File: src/rtl/switch_ingress_arb_if.sv
// Bundle between the ingress cell builders' FIFOs, the arbiter and the switch core.
// Each per-port vector packs port k into slice k.
interface switch_ingress_arb_if;
    logic [3:0]   ptr_empty;
    logic [63:0]  ptr_dout;
    logic [3:0]   ptr_rd;
    logic [511:0] data_dout;
    logic [3:0]   data_rd;
    logic [127:0] o_cell_data;
    logic         o_cell_wr;
    logic         o_cell_sof;
    logic         o_cell_eof;
    logic [3:0]   o_cell_portmap;
    logic [1:0]   o_cell_src;
    logic         o_cell_bp;
    logic [15:0]  err_cnt;

    modport master (
        input  ptr_empty, ptr_dout, data_dout, o_cell_bp,
        output ptr_rd, data_rd, o_cell_data, o_cell_wr, o_cell_sof, o_cell_eof,
               o_cell_portmap, o_cell_src, err_cnt
    );

    modport slave (
        output ptr_empty, ptr_dout, data_dout, o_cell_bp,
        input  ptr_rd, data_rd, o_cell_data, o_cell_wr, o_cell_sof, o_cell_eof,
               o_cell_portmap, o_cell_src, err_cnt
    );
endinterface

File: src/rtl/switch_ingress_arb.sv
// Frame-level round-robin arbiter: picks one ingress port with a pending pointer and
// streams that frame's cells back-to-back to the core, never interleaving frames.
module switch_ingress_arb #(
    parameter int NPORT = 4
) (
    input logic                  clk,
    input logic                  rst,
    switch_ingress_arb_if.master bus
);
    typedef enum logic [2:0] {
        S_IDLE   = 3'd0,
        S_PTR_RD = 3'd1,
        S_LOAD   = 3'd2,
        S_XFER   = 3'd3,
        S_DRAIN  = 3'd4
    } state_t;

    state_t      state_q, state_d;
    logic [1:0]  rr_q, rr_d;
    logic [1:0]  gnt_q, gnt_d;
    logic [5:0]  remain_q, remain_d;
    logic        first_q, first_d;
    logic        wr_q, wr_d;
    logic        sof_q, sof_d;
    logic        eof_q, eof_d;
    logic [3:0]  pm_q, pm_d;
    logic [1:0]  src_q, src_d;
    logic [15:0] err_q, err_d;

    logic [NPORT-1:0] req_s;
    logic [NPORT-1:0] ptr_rd_s;
    logic [NPORT-1:0] data_rd_s;
    logic             any_req_s;
    logic [1:0]       pick_s;
    logic [5:0]       cnt_s;
    logic [3:0]       ptr_pm_s;
    logic [127:0]     data_word_s;

    // Lowest offset from start wins, so scan offsets from the far end down to 0.
    function automatic logic [1:0] rr_pick(input logic [3:0] req, input logic [1:0] start);
        logic [1:0] idx;
        logic [1:0] pick;
        pick = start;
        for (int i = 3; i >= 0; i--) begin
            idx  = start + 2'(i);
            pick = req[idx] ? idx : pick;
        end
        return pick;
    endfunction

    assign req_s       = ~bus.ptr_empty;
    assign any_req_s   = |req_s;
    assign pick_s      = rr_pick(req_s, rr_q);
    assign cnt_s       = bus.ptr_dout[{gnt_q, 4'b0000} +: 6];
    assign ptr_pm_s    = bus.ptr_dout[{gnt_q, 4'b1000} +: 4];
    assign data_word_s = bus.data_dout[{gnt_q, 7'b0000000} +: 128];

    // Next-state, FIFO pop and output-stage decode.
    always_comb begin
        state_d   = state_q;
        rr_d      = rr_q;
        gnt_d     = gnt_q;
        remain_d  = remain_q;
        first_d   = first_q;
        pm_d      = pm_q;
        src_d     = src_q;
        err_d     = err_q;
        wr_d      = 1'b0;
        sof_d     = 1'b0;
        eof_d     = 1'b0;
        ptr_rd_s  = {NPORT{1'b0}};
        data_rd_s = {NPORT{1'b0}};
        case (state_q)
            S_IDLE: begin
                if (any_req_s && !bus.o_cell_bp) begin
                    gnt_d   = pick_s;
                    state_d = S_PTR_RD;
                end else begin
                    state_d = S_IDLE;
                end
            end
            S_PTR_RD: begin
                ptr_rd_s = {{(NPORT-1){1'b0}}, 1'b1} << gnt_q;
                state_d  = S_LOAD;
            end
            S_LOAD: begin
                remain_d = cnt_s;
                pm_d     = ptr_pm_s;
                src_d    = gnt_q;
                rr_d     = gnt_q + 2'd1;
                first_d  = 1'b1;
                if (cnt_s == 6'd0) begin
                    err_d   = (err_q == 16'hFFFF) ? err_q : err_q + 16'd1;
                    state_d = S_IDLE;
                end else begin
                    state_d = S_XFER;
                end
            end
            S_XFER: begin
                if (!bus.o_cell_bp && (remain_q != 6'd0)) begin
                    data_rd_s = {{(NPORT-1){1'b0}}, 1'b1} << gnt_q;
                    remain_d  = remain_q - 6'd1;
                    first_d   = 1'b0;
                    wr_d      = 1'b1;
                    sof_d     = first_q;
                    eof_d     = (remain_q == 6'd1);
                    state_d   = (remain_q == 6'd1) ? S_DRAIN : S_XFER;
                end else begin
                    state_d = S_XFER;
                end
            end
            S_DRAIN: begin
                state_d = S_IDLE;
            end
            default: begin
                state_d = S_IDLE;
            end
        endcase
    end

    // State and output-stage registers with synchronous reset.
    always_ff @(posedge clk) begin
        if (rst) begin
            state_q  <= S_IDLE;
            rr_q     <= 2'd0;
            gnt_q    <= 2'd0;
            remain_q <= 6'd0;
            first_q  <= 1'b0;
            wr_q     <= 1'b0;
            sof_q    <= 1'b0;
            eof_q    <= 1'b0;
            pm_q     <= 4'd0;
            src_q    <= 2'd0;
            err_q    <= 16'd0;
        end else begin
            state_q  <= state_d;
            rr_q     <= rr_d;
            gnt_q    <= gnt_d;
            remain_q <= remain_d;
            first_q  <= first_d;
            wr_q     <= wr_d;
            sof_q    <= sof_d;
            eof_q    <= eof_d;
            pm_q     <= pm_d;
            src_q    <= src_d;
            err_q    <= err_d;
        end
    end

    // The data FIFO registers its own output, so the cell is muxed straight from it.
    assign bus.o_cell_data    = wr_q ? data_word_s : 128'd0;
    assign bus.o_cell_wr      = wr_q;
    assign bus.o_cell_sof     = sof_q;
    assign bus.o_cell_eof     = eof_q;
    assign bus.o_cell_portmap = pm_q;
    assign bus.o_cell_src     = src_q;
    assign bus.err_cnt        = err_q;
    assign bus.ptr_rd         = ptr_rd_s;
    assign bus.data_rd        = data_rd_s;
endmodule

File: src/flat_wrapper.sv
// flat-port wrapper written by rule: the top's interface ports become plain ports
module switch_ingress_arb_flat 
#(
    parameter int NPORT = 4
)
  (clk, rst, bus_ptr_empty, bus_ptr_dout, bus_data_dout, bus_o_cell_bp, bus_ptr_rd, bus_data_rd, bus_o_cell_data, bus_o_cell_wr, bus_o_cell_sof, bus_o_cell_eof, bus_o_cell_portmap, bus_o_cell_src, bus_err_cnt);
  switch_ingress_arb_if bus_i ();
  input logic clk;
  input logic rst;
  input wire logic [$bits(bus_i.ptr_empty)-1:0] bus_ptr_empty;
  input wire logic [$bits(bus_i.ptr_dout)-1:0] bus_ptr_dout;
  input wire logic [$bits(bus_i.data_dout)-1:0] bus_data_dout;
  input wire logic [$bits(bus_i.o_cell_bp)-1:0] bus_o_cell_bp;
  output wire logic [$bits(bus_i.ptr_rd)-1:0] bus_ptr_rd;
  output wire logic [$bits(bus_i.data_rd)-1:0] bus_data_rd;
  output wire logic [$bits(bus_i.o_cell_data)-1:0] bus_o_cell_data;
  output wire logic [$bits(bus_i.o_cell_wr)-1:0] bus_o_cell_wr;
  output wire logic [$bits(bus_i.o_cell_sof)-1:0] bus_o_cell_sof;
  output wire logic [$bits(bus_i.o_cell_eof)-1:0] bus_o_cell_eof;
  output wire logic [$bits(bus_i.o_cell_portmap)-1:0] bus_o_cell_portmap;
  output wire logic [$bits(bus_i.o_cell_src)-1:0] bus_o_cell_src;
  output wire logic [$bits(bus_i.err_cnt)-1:0] bus_err_cnt;
  assign bus_i.ptr_empty = bus_ptr_empty;
  assign bus_i.ptr_dout = bus_ptr_dout;
  assign bus_i.data_dout = bus_data_dout;
  assign bus_i.o_cell_bp = bus_o_cell_bp;
  assign bus_ptr_rd = bus_i.ptr_rd;
  assign bus_data_rd = bus_i.data_rd;
  assign bus_o_cell_data = bus_i.o_cell_data;
  assign bus_o_cell_wr = bus_i.o_cell_wr;
  assign bus_o_cell_sof = bus_i.o_cell_sof;
  assign bus_o_cell_eof = bus_i.o_cell_eof;
  assign bus_o_cell_portmap = bus_i.o_cell_portmap;
  assign bus_o_cell_src = bus_i.o_cell_src;
  assign bus_err_cnt = bus_i.err_cnt;
  switch_ingress_arb #(.NPORT(NPORT)) u_core (.clk(clk), .rst(rst), .bus(bus_i));
endmodule
File: config.mk
export PLATFORM = sky130hd
export DESIGN_NAME = switch_ingress_arb_flat
export DESIGN_NICKNAME = d
export VERILOG_FILES = /design/src/rtl/switch_ingress_arb_if.sv /design/src/rtl/switch_ingress_arb.sv /design/src/flat_wrapper.sv
export SDC_FILE = /design/constraint.sdc
export NUM_CORES = 1
export LEC_CHECK = 0
export ABC_CLOCK_PERIOD_IN_PS = 3400
export CORE_AREA = 10 10 281 283
export DETAILED_ROUTE_END_ITERATION = 7
export DIE_AREA = 0 0 291 293
export GPL_TIMING_DRIVEN = 0
export PLACE_DENSITY_LB_ADDON = 0.1
export RECOVER_POWER = 100
export SLEW_MARGIN = 20
export SYNTH_ARGS = -nofsm -noshare
export SYNTH_HDL_FRONTEND = slang
export SYNTH_SLANG_ARGS = --single-unit
File: constraint.sdc
create_clock -name clk -period 3.4 [get_ports clk]
set_input_delay 0.85 -clock clk [delete_from_list [all_inputs] [get_ports clk]]
set_output_delay 0.85 -clock clk [all_outputs]
set_load 0.01 [all_outputs]
Word level (Yosys, flattened, before mapping)
Index checks and enable logic that the tools add are counted.
{ "classes": {"eq_ne": 6, "addsub": 6, "muxes": 26, "shift": 4, "n_bitwise": 4, "order_cmp": 4, "reduce_logical": 13} }
{ "ops": {"columns": ["op", "n"], "rows": [
  ["variable part select 512 x 10 -> 128 bit", 1],
  ["2-to-1 mux 128 bit", 1],
  ["variable part select 64 x 7 -> 4 bit", 1],
  ["variable part select 64 x 7 -> 6 bit", 1],
  ["adder 16 x 1 -> 16 bit, second input constant", 1],
  ["equality test 16 bit, second input constant", 1],
  ["less-than comparator 2 x 3 -> 1 bit, second input constant", 4],
  ["2-to-1 mux 4 bit", 3],
  ["case mux 3 bit (4 select lines)", 1],
  ["case mux 6 bit (2 select lines)", 1],
  ["2-to-1 mux 2 bit", 5],
  ["binary-select mux 1 bit (select 2 bit)", 4],
  ["2-to-1 mux 1 bit", 7],
  ["equality test 3 x 2 -> 1 bit, second input constant", 2],
  ["equality test 6 x 1 -> 1 bit, second input constant", 1],
  ["logical NOT 6 bit", 1],
  ["2-to-1 mux 3 bit", 2],
  ["2-to-1 mux 6 bit", 1],
  ["nonzero test 6 bit", 1],
  ["subtractor 6 x 1 -> 6 bit, second input constant", 1],
  ["adder 2 x 1 -> 2 bit, second input constant", 2],
  ["adder 2 bit, second input constant", 2],
  ["NOT 4 bit", 1],
  ["AND reduction 2 bit", 2],
  ["other kinds (13)", 16]
]} }
{ "totals": {"reg_bits": 39, "inputBits": 583, "output_inout_bits": 161} }

Longest topological paths before layout
{ "depth": {"word_depth": 7, "ltp_mapped": 9, "depth_no_buf": 6} }

Worst setup path before layout
Ideal clock, no wire load.
{ "synth_path": {"kind": "reg-to-output", "from": "reg u_core.gnt_q[0]", "to": "out bus_o_cell_data[120]", "required_time_ns": 2.550, "setup_slack_ns": 0.430, "n_path_buf": 4, "t_arrival_ns": 2.120, "path_stages_with_launch": 7, "path_cell_list": "dfxtp_1 -> buf_6 -> buf_2 -> buf_2 -> buf_1 -> mux4_2 -> and2_1"} }
{ "synth_via": {"elab_chain_cells": 2} }
{ "synth_lines": {"columns": ["item", "line", "rtl"], "rows": [
  ["start, declared", "switch_ingress_arb.sv:20", "logic [1:0] gnt_q, gnt_d;"],
  ["start signal, assigned", "switch_ingress_arb.sv:138", "gnt_q <= gnt_d;"],
  ["variable part select 512 x 10 -> 128 bit", "switch_ingress_arb.sv:56", "assign data_word_s = bus.data_dout[{gnt_q, 7'b0000000} +: 128];"],
  ["2-to-1 mux 128 bit", "switch_ingress_arb.sv:151", "assign bus.o_cell_data = wr_q ? data_word_s : 128'd0;"],
  ["end, declared", "flat_wrapper.sv:16", "output wire logic [$bits(bus_i.o_cell_data)-1:0] bus_o_cell_data;"]
]} }
Every way passes these cells.

Worst setup path after layout
{ "layout_path": {"from": "in bus_data_dout[45]", "to": "out bus_o_cell_data[45]"} }
{ "layout_via": {"elab_chain_cells": 2} }
{ "layout_lines": {"columns": ["item", "line", "rtl"], "rows": [
  ["start, declared", "flat_wrapper.sv:12", "input wire logic [$bits(bus_i.data_dout)-1:0] bus_data_dout;"],
  ["variable part select 512 x 10 -> 128 bit", "switch_ingress_arb.sv:56", null],
  ["2-to-1 mux 128 bit", "switch_ingress_arb.sv:151", null]
]} }
Every way passes these cells.

==> impl_metrics.yaml <==
synth:
  synth.distinct_cells: 39
  syn_inst: 557
  async_flop_share_pct: 0
  seq_area_frac_synth_pct: 12.97
  syn_avg_cell_area_sq_um: 10.81
  synth_top_area_share_pct: 51.63
  synthTopCellsByArea: "mux4_2 (52%), and2_1 (14%), dfxtp_1 (13%)"
  synth_area_sq_um: 6020
  ys.warnings.count: 0
  synth_edf_count: 0
  synth_ff_type: "dfxtp_1"
  synth_seq_cells: 39
  synth_area_leader_cell: "mux4_2"
  synth_commonest_cells: "and2_1 (138), mux4_2 (138), dfxtp_1 (39)"
  synth_fp_nets: 1148
layout:
  final_util_pct: 20.19
  final_area_sq_um: 14850
  drive_gt1_share_pct: 14.86
  nets: 1875
  stdcell_count: 2262
  nFillCells: 8065
  syn2layout_area_growth_pct: 146.7
critical_path:
  arrival_ns: 2.51
  crit_start: "bus_data_dout[45]"
  worstSetupStartpointType: "input port"
  required_ns: 2.55
  slowest_delay_ns: 0.61
  worstPathCellList: "dlygate4sd3_1 > mux4_2 > and2_1 > dlygate4sd2_1"
  cp-end-kind: "output port"
  criticalPathCategory: "input port to output port"
  critical_path_depth: 4
  cp_max_fo: 1
  cp.buffers_inverters: 2
  critPathTopFamily: "buffers and inverters"
  rr_worst_depth: 9
  rr_startpoint: "u_core.gnt_q[0]"
  critPathSlowestCell: "dlygate4sd3_1"
clock_tree:
  clock-sinks: 39
  clock-root-buffer: "clkbuf_16"
  h-tree-depth: 2
  worstSkewPairLatency_ns: 0.29
  cts_max_path_buffers: 2
  cts_buffers: 5
  clk_pin_slew_ns: 0.06
  cts_tree: "built"
power_and_ir_drop:
  switching_power_w: 0.0007189
  ir_drop_uv: 147.9
  power_density_nw_per_um2: 167.1
  p_sw_share_pct: 28.97
  p_int_w: 0.001762
  p_leak_nw: 4.939
  pwr-share-seq_pct: 20.5
  clockPowerShare_pct: 18.8
  combinationalPowerShare_pct: 60.7
placement:
  placed_cell_area_sq_um: 14420
  place.gp.congestion: 0.8643
  dp_hpwl_microns: 58870
  dp_cells: 2244
  io_buffers: 718
job:
  cap_violations: 0
drt:
  routed_via_density: 3.616
  wl_met2_microns: 33620
  antenna_left: 0
  wl_met3_microns: 6625
  wl_met1_microns: 23200
  drt_iter0_drc: 294
  routed.top_layer: "met5"
  vias: 8179
  wl_per_cell_microns: 28.67
  finalWirelength_microns: 64850
  dr.pass1.iters: 5
  drc: 0
die:
  num_io_pins: 744
  coreArea_sq_um: 73570
  die-area_sq_um: 85260
  start_util_pct: 8.182
  die_x_microns: 291
  num_rows: 100
  die_h_microns: 293
grt:
  grt_pass1_wl_microns: 84720
  grtUsageTotal_pct: 14.38
  grt_pass1_vias: 8898
  antenna_found_initial: 49
  grt-ovfl-total: 0
  grt_max_degree: 12
sta:
  slew_headroom_pct: 52.94
  finalSetupViolations: 0
  hold_viol: 0
  fmax_ghz: 0.2979
  drv_slew: 0
  tightest_slew_ns: 0.7001
  fin_crit_sh_pct: 98.71
  worst_clock_skew_ns: 0.006677
  whs_ns: 0.4542
  rsz0062_at_grt: "false"
  setup_tns_ns: 0
  layout_min_cycle_time_ns: 3.356
worst_hold_path:
  min_path_type: "flop to flop"
  hold_start: "u_core.bus.o_cell_portmap[3]"
  hold_path_depth: 2
outcome:
  status: "finished, final reports clean"
placed cells by master, fill, tap and decap left out, types with 5 or more instances in the layout:
master and count:
clkdlybuf4s50_1 669, mux4_2 138, and2_0 72, and2_1 66
nand2_1 37, dfxtp_1 37, a21oi_1 33, dlygate4sd3_1 31
clkbuf_1 19, nor2_1 16, o21ai_0 16, dlygate4sd2_1 16
inv_1 9, buf_4 9, clkbuf_2 9, nand3_1 9
diode_2 8, clkbuf_16 8, or3_1 8, ha_1 8
clkbuf_4 7, o31ai_1 7, buf_12 6, or4_1 6
a211oi_1 5
per-layer routing:
layer  up-vias  track usage, %
met3        90           6.030
met1      3950           15.29
met2       448           26.32
li1       3643               -
met4        48           2.591
met5         -               0
cell families after synthesis:
kind of cell,count (synthesis),synth area share [%]
flops,39,12.97
xor+xnor,1,0.1455
fa+ha+maj,8,1.663
compound gates,67,6.381
buf+inv,66,4.407
mux,140,51.99
simple gates,236,22.45
path summary, 6_finish.rpt:
check	endpoint	slack (ns)
worst max-delay path	bus_o_cell_data[45]	0.04
worst min-delay path	u_core.bus.o_cell_portmap[3]	0.45
worst max register to register	u_core.bus.err_cnt[10]	0.44
worst min register to register	u_core.bus.o_cell_portmap[3]	0.45
power by group through the flow:
stage          Combinational (W)  Sequential [W]  Clock (W)
6_report                 0.00151        0.000509   0.000466
5_1_grt                  0.00162        0.000514   0.000513
4_1_cts                  0.00154        0.000508   0.000494
3_5_place_dp             0.00148        0.000517          0
3_3_place_gp             0.00147        0.000517          0
2_1_floorplan           0.000580        0.000513          0
repair_timing:
action | CTS | global route
buffers inserted | 3 | 0
endpoints found under the hold margin | 0 | 0
hold buffers | 0 | 0
gates resized for setup | 128 | 9
endpoints found under the setup margin | 154 | 29
tightest hold or removal path: cells and delay by family, from the launching register on:
family,cells,cell delay (ns)
AND/OR/NAND/NOR,1,0.05
flip-flops,1,0.31
AO/OA/AOI/OAI,1,0.05
final cells by class:
cell class	instances	area (sq um)	area share, %
Clock buffer	7	132.6	0.8930
Multi-Input combinational cell	452	4986	33.57
Inverter	9	33.78	0.2275
Antenna cell	8	20.02	0.1348
Timing Repair Buffer	721	7194	48.44
Buffer	56	484.2	3.260
Tap cell	969	1212	8.163
Clock inverter	1	5.005	0.03370
Sequential cell	39	783.3	5.274
metrics by stage:
| stage | total power [W] | worst slack, ns |
|---|---|---|
| 2_1_floorplan | 0.001093 | 0.4297 |
| 3_3_place_gp | 0.001991 | -2.132 |
| 3_5_place_dp | 0.002000 | -2.205 |
| 4_1_cts | 0.002541 | 0.002931 |
| 5_1_grt | 0.002645 | 0.004416 |
| 6_report | 0.002481 | 0.04370 |
flip-flops by register name, summed over array words and instances (netlist names):
register and cells:
u_core.bus.err_cnt 16, u_core.bus.o_cell_portmap 4, u_core.rr_q 2, u_core.state_q 3, u_core.bus.o_cell_src 2, u_core.first_q 1, u_core.remain_q 6, u_core.bus.o_cell_eof 1
u_core.gnt_q 2, u_core.bus.o_cell_sof 1, u_core.bus.o_cell_wr 1
Note: power is estimated with default switching activity, not from simulation.
